$ cat config.mk
export PLATFORM = sky130hd
export DESIGN_NAME = wb_arbiter_flat
export DESIGN_NICKNAME = d
export VERILOG_FILES = /design/src/rtl/wb_arbiter_if.sv /design/src/rtl/wb_arbiter.sv /design/src/flat_wrapper.sv
export SDC_FILE = /design/constraint.sdc
export NUM_CORES = 1
export LEC_CHECK = 0
export BUFFER_PORTS_ARGS = -buffer_cell sky130_fd_sc_hd__buf_4
export CORE_MARGIN = 10
export CORE_UTILIZATION = 50
export CTS_CLUSTER_DIAMETER = 40
export DETAILED_ROUTE_END_ITERATION = 8
export GPL_ROUTABILITY_DRIVEN = 1
export PLACE_DENSITY = 0.81
export SLEW_MARGIN = 20
export SYNTH_ARGS = -nofsm -noshare
export SYNTH_HDL_FRONTEND = slang
export SYNTH_SLANG_ARGS = --single-unit
$ cat constraint.sdc
create_clock -name clk -period 2.1 [get_ports clk]
set_input_delay 0.315 -clock clk [delete_from_list [all_inputs] [get_ports clk]]
set_output_delay 0.315 -clock clk [all_outputs]
set_load 0.01 [all_outputs]
$ cat src/rtl/wb_arbiter_if.sv
// Writeback arbiter bus: pipeline/long-latency writeback inputs, scoreboard queries, regfile write port.
// slave = arbiter side, master = pipeline/regfile environment side.
interface wb_arbiter_if #(
    parameter int XLEN           = 32,
    parameter int REG_ADDR_WIDTH = 5,
    parameter int FIFO_DEPTH     = 4
);
    logic                            pipe_wb_valid;
    logic [REG_ADDR_WIDTH-1:0]       pipe_wb_rd;
    logic [XLEN-1:0]                 pipe_wb_data;
    logic                            lu_valid;
    logic                            lu_ready;
    logic [REG_ADDR_WIDTH-1:0]       lu_rd;
    logic [XLEN-1:0]                 lu_data;
    logic                            issue_valid;
    logic [REG_ADDR_WIDTH-1:0]       issue_rd;
    logic [REG_ADDR_WIDTH-1:0]       rs1_addr;
    logic [REG_ADDR_WIDTH-1:0]       rs2_addr;
    logic                            rs1_busy;
    logic                            rs2_busy;
    logic                            rf_wr_en;
    logic [REG_ADDR_WIDTH-1:0]       rf_rd;
    logic [XLEN-1:0]                 rf_wdata;
    logic [$clog2(FIFO_DEPTH):0]     fifo_count;

    modport slave (
        input  pipe_wb_valid, pipe_wb_rd, pipe_wb_data,
        input  lu_valid, lu_rd, lu_data,
        output lu_ready,
        input  issue_valid, issue_rd, rs1_addr, rs2_addr,
        output rs1_busy, rs2_busy,
        output rf_wr_en, rf_rd, rf_wdata, fifo_count
    );

    modport master (
        output pipe_wb_valid, pipe_wb_rd, pipe_wb_data,
        output lu_valid, lu_rd, lu_data,
        input  lu_ready,
        output issue_valid, issue_rd, rs1_addr, rs2_addr,
        input  rs1_busy, rs2_busy,
        input  rf_wr_en, rf_rd, rf_wdata, fifo_count
    );
endinterface

$ cat src/rtl/wb_arbiter.sv
// Merges pipeline writeback with buffered long-latency results onto one regfile write port; WB_SCOREBOARD_EN adds pending-rd tracking.
// Latency: 1 cycle select -> rf_*; FIFO result 2 cycles from accept at best.
// Backpressure: pipeline never stalls; long-latency side held off by lu_ready (deasserts when full).
module wb_arbiter #(
    parameter int XLEN           = 32,
    parameter int REG_ADDR_WIDTH = 5,
    parameter int FIFO_DEPTH     = 4
) (
    input  logic         clk,
    input  logic         reset,
    wb_arbiter_if.slave  bus
);
    localparam int PTR_W    = $clog2(FIFO_DEPTH);
    localparam int CNT_W    = PTR_W + 1;
    localparam int NUM_REGS = 1 << REG_ADDR_WIDTH;

    typedef struct packed {
        logic [REG_ADDR_WIDTH-1:0] rd;
        logic [XLEN-1:0]           data;
    } wb_entry_t;

    wb_entry_t          mem [FIFO_DEPTH];
    logic [PTR_W-1:0]   wr_ptr;
    logic [PTR_W-1:0]   rd_ptr;
    logic [CNT_W-1:0]   count;
    wb_entry_t          head;
    logic               push;
    logic               pop;

    // Full blocks a push even when a pop frees a slot in the same cycle.
    assign bus.lu_ready   = (count != CNT_W'(FIFO_DEPTH));
    assign bus.fifo_count = count;
    assign push           = bus.lu_valid && bus.lu_ready;
    assign pop            = !bus.pipe_wb_valid && (count != '0);
    assign head           = mem[rd_ptr];

    always_ff @(posedge clk) begin
        if (push) begin
            mem[wr_ptr] <= '{rd: bus.lu_rd, data: bus.lu_data};
        end
    end

    always_ff @(posedge clk) begin
        if (reset) begin
            wr_ptr <= '0;
            rd_ptr <= '0;
            count  <= '0;
        end else begin
            if (push) wr_ptr <= wr_ptr + PTR_W'(1);
            if (pop)  rd_ptr <= rd_ptr + PTR_W'(1);
            count <= count + CNT_W'(push) - CNT_W'(pop);
        end
    end

    always_ff @(posedge clk) begin
        if (reset) begin
            bus.rf_wr_en <= 1'b0;
            bus.rf_rd    <= '0;
            bus.rf_wdata <= '0;
        end else if (bus.pipe_wb_valid) begin
            bus.rf_wr_en <= (bus.pipe_wb_rd != '0);
            bus.rf_rd    <= bus.pipe_wb_rd;
            bus.rf_wdata <= bus.pipe_wb_data;
        end else if (pop) begin
            bus.rf_wr_en <= (head.rd != '0);
            bus.rf_rd    <= head.rd;
            bus.rf_wdata <= head.data;
        end else begin
            bus.rf_wr_en <= 1'b0;
        end
    end

`ifdef WB_SCOREBOARD_EN
    logic [NUM_REGS-1:0] pending;

    // Set is applied after clear so a same-cycle issue to the popped rd stays pending.
    always_ff @(posedge clk) begin
        if (reset) begin
            pending <= '0;
        end else begin
            if (pop && (head.rd != '0)) pending[head.rd] <= 1'b0;
            if (bus.issue_valid && (bus.issue_rd != '0)) pending[bus.issue_rd] <= 1'b1;
        end
    end

    assign bus.rs1_busy = (bus.rs1_addr != '0) && pending[bus.rs1_addr];
    assign bus.rs2_busy = (bus.rs2_addr != '0) && pending[bus.rs2_addr];
`else
    logic unused_sb;
    assign unused_sb    = ^{bus.issue_valid, bus.issue_rd, bus.rs1_addr, bus.rs2_addr, NUM_REGS};
    assign bus.rs1_busy = 1'b0;
    assign bus.rs2_busy = 1'b0;
`endif
endmodule
$ cat src/flat_wrapper.sv
// flat-port wrapper written by rule: the top's interface ports become plain ports
module wb_arbiter_flat 
#(
    parameter int XLEN           = 32,
    parameter int REG_ADDR_WIDTH = 5,
    parameter int FIFO_DEPTH     = 4
)
  (clk, reset, bus_pipe_wb_valid, bus_pipe_wb_rd, bus_pipe_wb_data, bus_lu_valid, bus_lu_rd, bus_lu_data, bus_lu_ready, bus_issue_valid, bus_issue_rd, bus_rs1_addr, bus_rs2_addr, bus_rs1_busy, bus_rs2_busy, bus_rf_wr_en, bus_rf_rd, bus_rf_wdata, bus_fifo_count);
  wb_arbiter_if #(.XLEN(XLEN), .REG_ADDR_WIDTH(REG_ADDR_WIDTH), .FIFO_DEPTH(FIFO_DEPTH)) bus_i ();
  input  logic clk;
  input  logic reset;
  input wire logic [$bits(bus_i.pipe_wb_valid)-1:0] bus_pipe_wb_valid;
  input wire logic [$bits(bus_i.pipe_wb_rd)-1:0] bus_pipe_wb_rd;
  input wire logic [$bits(bus_i.pipe_wb_data)-1:0] bus_pipe_wb_data;
  input wire logic [$bits(bus_i.lu_valid)-1:0] bus_lu_valid;
  input wire logic [$bits(bus_i.lu_rd)-1:0] bus_lu_rd;
  input wire logic [$bits(bus_i.lu_data)-1:0] bus_lu_data;
  output wire logic [$bits(bus_i.lu_ready)-1:0] bus_lu_ready;
  input wire logic [$bits(bus_i.issue_valid)-1:0] bus_issue_valid;
  input wire logic [$bits(bus_i.issue_rd)-1:0] bus_issue_rd;
  input wire logic [$bits(bus_i.rs1_addr)-1:0] bus_rs1_addr;
  input wire logic [$bits(bus_i.rs2_addr)-1:0] bus_rs2_addr;
  output wire logic [$bits(bus_i.rs1_busy)-1:0] bus_rs1_busy;
  output wire logic [$bits(bus_i.rs2_busy)-1:0] bus_rs2_busy;
  output wire logic [$bits(bus_i.rf_wr_en)-1:0] bus_rf_wr_en;
  output wire logic [$bits(bus_i.rf_rd)-1:0] bus_rf_rd;
  output wire logic [$bits(bus_i.rf_wdata)-1:0] bus_rf_wdata;
  output wire logic [$bits(bus_i.fifo_count)-1:0] bus_fifo_count;
  assign bus_i.pipe_wb_valid = bus_pipe_wb_valid;
  assign bus_i.pipe_wb_rd = bus_pipe_wb_rd;
  assign bus_i.pipe_wb_data = bus_pipe_wb_data;
  assign bus_i.lu_valid = bus_lu_valid;
  assign bus_i.lu_rd = bus_lu_rd;
  assign bus_i.lu_data = bus_lu_data;
  assign bus_lu_ready = bus_i.lu_ready;
  assign bus_i.issue_valid = bus_issue_valid;
  assign bus_i.issue_rd = bus_issue_rd;
  assign bus_i.rs1_addr = bus_rs1_addr;
  assign bus_i.rs2_addr = bus_rs2_addr;
  assign bus_rs1_busy = bus_i.rs1_busy;
  assign bus_rs2_busy = bus_i.rs2_busy;
  assign bus_rf_wr_en = bus_i.rf_wr_en;
  assign bus_rf_rd = bus_i.rf_rd;
  assign bus_rf_wdata = bus_i.rf_wdata;
  assign bus_fifo_count = bus_i.fifo_count;
  wb_arbiter #(.XLEN(XLEN), .REG_ADDR_WIDTH(REG_ADDR_WIDTH), .FIFO_DEPTH(FIFO_DEPTH)) u_core (.clk(clk), .reset(reset), .bus(bus_i));
endmodule
==> flow_metrics.env, run 1 <==
export IMPL_outcome="finished clean"
export IMPL_synth_area_um2=7560
export IMPL_combPwrFrac=0.245
export IMPL_drtPass1Iterations=5
export IMPL_die_w_um=143
export IMPL_crit_fanout=5
export IMPL_placeableCoreArea_um2=14600
export IMPL_io_buffers=119
export IMPL_drc=0
export IMPL_min_from="bus_lu_data[4]"
export IMPL_synth_seq_cells=195
export IMPL_dieArea_um2=20400
export IMPL_r2r_slack_ns=0.11
export IMPL_cap_violations=0
export IMPL_cp_slowest_cell="dfxtp_2"
export IMPL_ys_types=30
export IMPL_dpl_cell_area_um2=8690
export IMPL_crit_path_end_kind="flop"
export IMPL_place_hpwl_um=11300
export IMPL_antenna_found_initial=0
export IMPL_r2r_cells=10
export IMPL_grt_start_max_net_pins=77
export IMPL_hold_slack_ns=0.0849
export IMPL_drt_wl_total_um=17500
export IMPL_period_share=0.947
export IMPL_critPathKind="reg2reg"
export IMPL_critPathTopFamily="adder cells"
export IMPL_synth_warnings=0
export IMPL_sw_frac_of_total=0.273
export IMPL_startpoint_type="flop"
export IMPL_slowest_delay_ns=0.36
export IMPL_r2r_end="u_core.bus.fifo_count[2]"
export IMPL_fmax_ghz=0.503
export IMPL_cts_max_path_buffers=2
export IMPL_rows=44
export IMPL_antenna_left=0
export IMPL_grt_pass1_vias=4792
export IMPL_clockPowerShare=0.313
export IMPL_crit_required_ns=2.39
export IMPL_final_min_clock_period_ns=1.99
export IMPL_synth_ff_type="edfxtp_1"
export IMPL_grt_pass1_wl_um=26500
export IMPL_seqPwrFrac=0.442
export IMPL_wire_per_inst_um=22.5
export IMPL_synth_edf_count=148
export IMPL_syn_instance_count=455
export IMPL_start_util=0.516
export IMPL_arrival_ns=2.27
export IMPL_avgViaCountPerCell=5.76
export IMPL_async_flop_share=0
export IMPL_path_clk_slew_ns=0.07
export IMPL_tightest_slew_ns=0.750
export IMPL_p_leak_uw=0.00355
export IMPL_internal_power_uw=8200
export IMPL_drtIter0Drc=356
export IMPL_rsz0062_at_grt="true"
export IMPL_final_cell_area_um2=9390
export IMPL_num_vias=4472
export IMPL_gp_congestion=0.739
export IMPL_crit_buf_inv=2
export IMPL_finClkSkew_ns=0.0123
export IMPL_hold_depth=1
export IMPL_holdPathEnd="u_core.mem[3][4]"
export IMPL_clock_latency_ns=0.43
export IMPL_die_h_um=143
export IMPL_io_pins=138
export IMPL_drive_above_1_share=0.349
export IMPL_power_density_nw_per_um2=1200
export IMPL_power_uw=11300
export IMPL_synthToLayoutAreaGrowth_pct=24.2
export IMPL_grt_usage=0.172
export IMPL_hp_class="in2reg"
export IMPL_ctsHtreeMaxLevel=4
export IMPL_hold_viol=0
export IMPL_synth_yosys_seq_area_share=0.713
export IMPL_clockRootBuffer="clkbuf_16"
export IMPL_crit_cells=10
export IMPL_report_final_slew_viol_count=0
export IMPL_cts_buffers=17
export IMPL_vdd_drop_max_mv=0.867
export IMPL_antenna_cells=0
export IMPL_r2r_start="u_core.bus.fifo_count[0]"
export IMPL_setup_viol=0
export IMPL_syn_avg_cell_area_um2=16.6
export IMPL_p_switching_uw=3070
export IMPL_overflow=0
export IMPL_path_cells="nor3_4 -> nor2_2 -> ha_1 -> inv_1 -> ha_1 -> inv_1 -> fa_2 -> xor2_2 -> xnor2_1 -> nor2_1"
export IMPL_cts_sinks=195
export IMPL_cts_tree="yes"
export IMPL_nNetsFinal=681
export IMPL_slew_headroom=0.500
## cell families (layout without fill, tap and decap cells)
group | count (synthesis) | in the layout | synth area share
buffers and inverters | 74 | 211 | 0.0465
adder cells (fa/ha/maj) | 7 | 7 | 0.0126
multiplexers | 38 | 38 | 0.117
AND/OR/NAND/NOR | 58 | 58 | 0.0341
flip-flops | 195 | 195 | 0.713
AO/OA/AOI/OAI | 77 | 77 | 0.0707
XOR/XNOR | 5 | 5 | 0.00580
other | 1 | 2 | 0.000496
## cell usage after synthesis, drive strengths merged (2+ instances only)
master	count	share of area
and2	4	0.0033
nor2b	2	0.0017
nor2	9	0.0045
clkbuf	12	0.0061
mux4	37	0.12
nand2	38	0.019
dfxtp	47	0.12
a21oi	37	0.025
inv	43	0.021
edfxtp	148	0.59
ha	6	0.0099
a221oi	38	0.044
xnor2	4	0.0046
buf	19	0.019
## final cells by class
class	instances	area, µm²
Timing Repair Buffer	136	1080
Clock inverter	8	143
Tap cell	184	230
Sequential cell	195	5400
Multi-Input combinational cell	187	1850
Fill cell	994	5260
Clock buffer	24	524
Inverter	43	161
## power by group through the flow
stage                     Clock [µW]  Combinational, µW  Sequential, µW
after detailed placement           0               2720            5050
after floorplan                    0               1770            5000
after global routing            3730               2980            5020
after global placement             0               2630            5000
after CTS                       3580               2750            4980
final                           3530               2760            4980
## worst max-delay path by stage
stage                        startpoint                  endpoint  slack (ns)
6_report       u_core.bus.fifo_count[0]  u_core.bus.fifo_count[2]        0.11
5_1_grt        u_core.bus.fifo_count[0]  u_core.bus.fifo_count[2]       -0.05
3_5_place_dp   u_core.bus.fifo_count[0]  u_core.bus.fifo_count[2]        0.06
4_1_cts        u_core.bus.fifo_count[0]  u_core.bus.fifo_count[2]        0.04
3_3_place_gp   u_core.bus.fifo_count[2]  u_core.bus.fifo_count[2]        0.16
2_1_floorplan  u_core.bus.fifo_count[0]  u_core.bus.fifo_count[2]       0.006
## repair_timing
item	CTS	global route
setup endpoints to repair	0	1
resized for setup	0	5
buffers inserted	0	2
hold buffers	0	0
## metal layers
layer / up-vias / share of wire / wire (µm) / track usage
li1: 1994 / - / - / -
met1: 2277 / 0.37 / 6500 / 0.196
met2: 175 / 0.55 / 9710 / 0.307
met3: 26 / 0.055 / 962 / 0.0352
met4: 0 / 0.020 / 348 / 0.0744
met5: - / 0 / 0 / 0
## through the flow
stage	util	setup WS [ns]	TNS, ns	instances
floorplan	-	0.00584	0	456
global placement	0.593	0.160	0	743
detailed placement	0.593	0.0620	0	743
CTS	0.639	0.0444	0	775
global route	0.641	-0.0483	-0.0483	777
finish	0.641	0.111	0	777
## layout by cell type, fill, tap and decap left out, types with 2 or more instances in the layout
master / n
clkinv_2: 3
a221oi_1: 38
clkbuf_16: 19
dfxtp_1: 42
buf_12: 5
buf_4: 131
and2_2: 4
bufinv_16: 4
clkbuf_1: 2
nor2_1: 8
clkbuf_8: 3
dfxtp_2: 3
ha_1: 6
nor2b_1: 2
nand2_1: 38
conb_1: 2
mux4_2: 26
dfxtp_4: 2
inv_1: 43
mux4_1: 11
edfxtp_1: 148
a21oi_1: 37
xnor2_1: 4
## registers in the layout, summed over array words and instances, names as in the netlist, named ones only
name	count
u_core.bus.rf_rd	5
u_core.bus.rf_wr_en	1
u_core.bus.rf_wdata	32
u_core.bus.fifo_count	3
u_core.wr_ptr	2
u_core.mem	148
u_core.rd_ptr	2
(Power assumes the default switching activity.)
==> inputs of run 2 (changes only) <==
--- a/config.mk
+++ b/config.mk
@@ -8,9 +8,9 @@
 export BUFFER_PORTS_ARGS = -buffer_cell sky130_fd_sc_hd__buf_4
 export CORE_MARGIN = 10
-export CORE_UTILIZATION = 50
+export CORE_UTILIZATION = 59
 export CTS_CLUSTER_DIAMETER = 40
 export DETAILED_ROUTE_END_ITERATION = 8
 export GPL_ROUTABILITY_DRIVEN = 1
-export PLACE_DENSITY = 0.81
+export PLACE_DENSITY = 0.89
 export SLEW_MARGIN = 20
 export SYNTH_ARGS = -nofsm -noshare
==> constraint.sdc (replaced) <==
create_clock -name clk -period 2.3 [get_ports clk]
set_input_delay 0.345 -clock clk [delete_from_list [all_inputs] [get_ports clk]]
set_output_delay 0.345 -clock clk [all_outputs]
set_load 0.1 [all_outputs]
==> flow_metrics.env, run 2 (synthesis results as in run 1) <==
export IMPL_outcome="finished clean"
export IMPL_top_register="u_core.mem"
export IMPL_crit_required_ns=2.59
export IMPL_ctsHtreeMaxLevel=4
export IMPL_dp_cells=728
export IMPL_cts_resized=0
export IMPL_setup_tns_ns=0
export IMPL_multi_input_area_um2=1830
export IMPL_ff_latch_area_um2=5400
export IMPL_hp_class="in2reg"
export IMPL_drive_above_1_share=0.330
export IMPL_fmax_ghz=0.494
export IMPL_internal_power_uw=7120
export IMPL_report_final_slew_viol_count=0
export IMPL_wire_per_inst_um=20.5
export IMPL_combPwrFrac=0.319
export IMPL_start_util=0.601
export IMPL_io_pins=138
export IMPL_rows=41
export IMPL_drc=0
export IMPL_hold_viol=0
export IMPL_final_min_clock_period_ns=2.02
export IMPL_cts_max_path_buffers=2
export IMPL_gp_congestion=0.706
export IMPL_p_leak_uw=0.00347
export IMPL_antenna_found_initial=0
export IMPL_avgViaCountPerCell=5.63
export IMPL_power_density_nw_per_um2=1170
export IMPL_startpoint_type="flop"
export IMPL_cap_violations=0
export IMPL_clockPowerShare=0.266
export IMPL_final_instance_count_excl_fill=760
export IMPL_ctsHoldBuffers=0
export IMPL_rsz0062_at_grt="false"
export IMPL_crit_fanout=6
export IMPL_tightest_slew_ns=0.732
export IMPL_arrival_ns=2.32
export IMPL_post_cts_buffers=0
export IMPL_startpoint="u_core.bus.fifo_count[1]"
export IMPL_die_w_um=133
export IMPL_largest_reg_flops=148
export IMPL_fillers=748
export IMPL_r2r_start="u_core.bus.fifo_count[1]"
export IMPL_synthToLayoutAreaGrowth_pct=22.2
export IMPL_grt_pass1_wl_um=24800
export IMPL_period_share=0.880
export IMPL_antenna_cells=0
export IMPL_io_buffers=119
export IMPL_min_from="bus_lu_rd[0]"
export IMPL_drt_wl_total_um=15600
export IMPL_cts_buffers=17
export IMPL_seqPwrFrac=0.416
export IMPL_slew_headroom=0.512
export IMPL_drtIter0Drc=223
export IMPL_path_clk_slew_ns=0.07
export IMPL_clockRootBuffer="clkbuf_16"
export IMPL_finClkSkew_ns=0.00841
export IMPL_grt_usage=0.180
export IMPL_num_vias=4275
export IMPL_sw_frac_of_total=0.343
export IMPL_final_common_cell="edfxtp_1"
export IMPL_clock_latency_ns=0.42
export IMPL_cts_sinks=195
export IMPL_antenna_left=0
export IMPL_critPathKind="reg2reg"
export IMPL_crit_path_end_kind="flop"
export IMPL_place_hpwl_um=9800
export IMPL_vdd_drop_max_mv=0.761
export IMPL_final_cell_mix="edfxtp_1 (148), buf_4 (126), inv_1 (43)"
export IMPL_reg_largest_list="u_core.mem x148, u_core.bus.rf_wdata x32, u_core.bus.rf_rd x5"
export IMPL_dieArea_um2=17700
export IMPL_nNetsFinal=676
export IMPL_overflow=0
export IMPL_grt_start_max_net_pins=77
export IMPL_die_h_um=133
export IMPL_cts_tree="yes"
export IMPL_setup_viol=0
export IMPL_drtPass1Iterations=5
export IMPL_grt_pass1_vias=4635
export IMPL_p_switching_uw=3720
export IMPL_placeableCoreArea_um2=12600
[run 2: cell types whose count changed in the layout (fill, tap and decap cells not counted), moves of 2 or more]
cell	before	now
buf_4	131	126
clkbuf_1	2	4
clkinv_4	0	2
clkbuf_8	3	0
clkinv_1	0	3
clkbuf_16	19	17
[run 2: per-stage QoR]
stage	util	instance area [µm²]	setup WS, ns	power (µW)	hold slack, ns
2_1_floorplan	-	7580	0.0173	7240	0.444
3_3_place_gp	0.689	8660	0.354	7950	0.501
3_5_place_dp	0.689	8660	0.279	8050	0.525
4_1_cts	0.735	9230	0.271	10900	0.0981
5_1_grt	0.735	9230	0.117	11300	0.103
6_report	0.735	9230	0.276	10800	0.120
[run 2: final cells by class]
| class | count | share of cell area |
|---|---|---|
| inverters | 43 | 0.0175 |
| clock buffers | 21 | 0.0477 |
| well taps | 172 | 0.0233 |
| multi-input cells | 187 | 0.199 |
| flip-flops and latches | 195 | 0.585 |
| clock inverters | 11 | 0.0148 |
| repair buffers | 131 | 0.113 |
[run 2: power by group through the flow]
stage          clock network, µW  registers [µW]  logic [µW]
5_1_grt                     3060            4560        3690
3_3_place_gp                   0            4540        3410
2_1_floorplan                  0            5580        1660
6_report                    2880            4510        3450
4_1_cts                     2930            4510        3480
3_5_place_dp                   0            4580        3470
[run 2: layer usage]
metal,share of wire,track usage,routed length (µm),vias to the layer above
met5,0,0,0,-
met4,0.026,0.0804,410,0
met3,0.073,0.0526,1130,25
met2,0.53,0.309,8200,160
met1,0.38,0.205,5850,2099
li1,-,-,-,1991
[run 2: worst paths after layout]
check	endpoint	slack (ns)	cells past startpoint
worst max-delay path	u_core.bus.fifo_count[2]	0.28	10
worst min-delay path	u_core.mem[1][32]	0.12	1
worst max register to register	u_core.bus.fifo_count[2]	0.28	10
worst min register to register	flop	0.54	2
[run 2: critical path, stage by stage, from the launching register on]
cell and delay, ns:
dfxtp_4 0.37, nor3_4 0.19, nor2_1 0.08, ha_1 0.27, inv_1 0.06, ha_1 0.12, inv_1 0.05, fa_1 0.37
xor2_1 0.19, xnor2_1 0.15, nor2_1 0.05
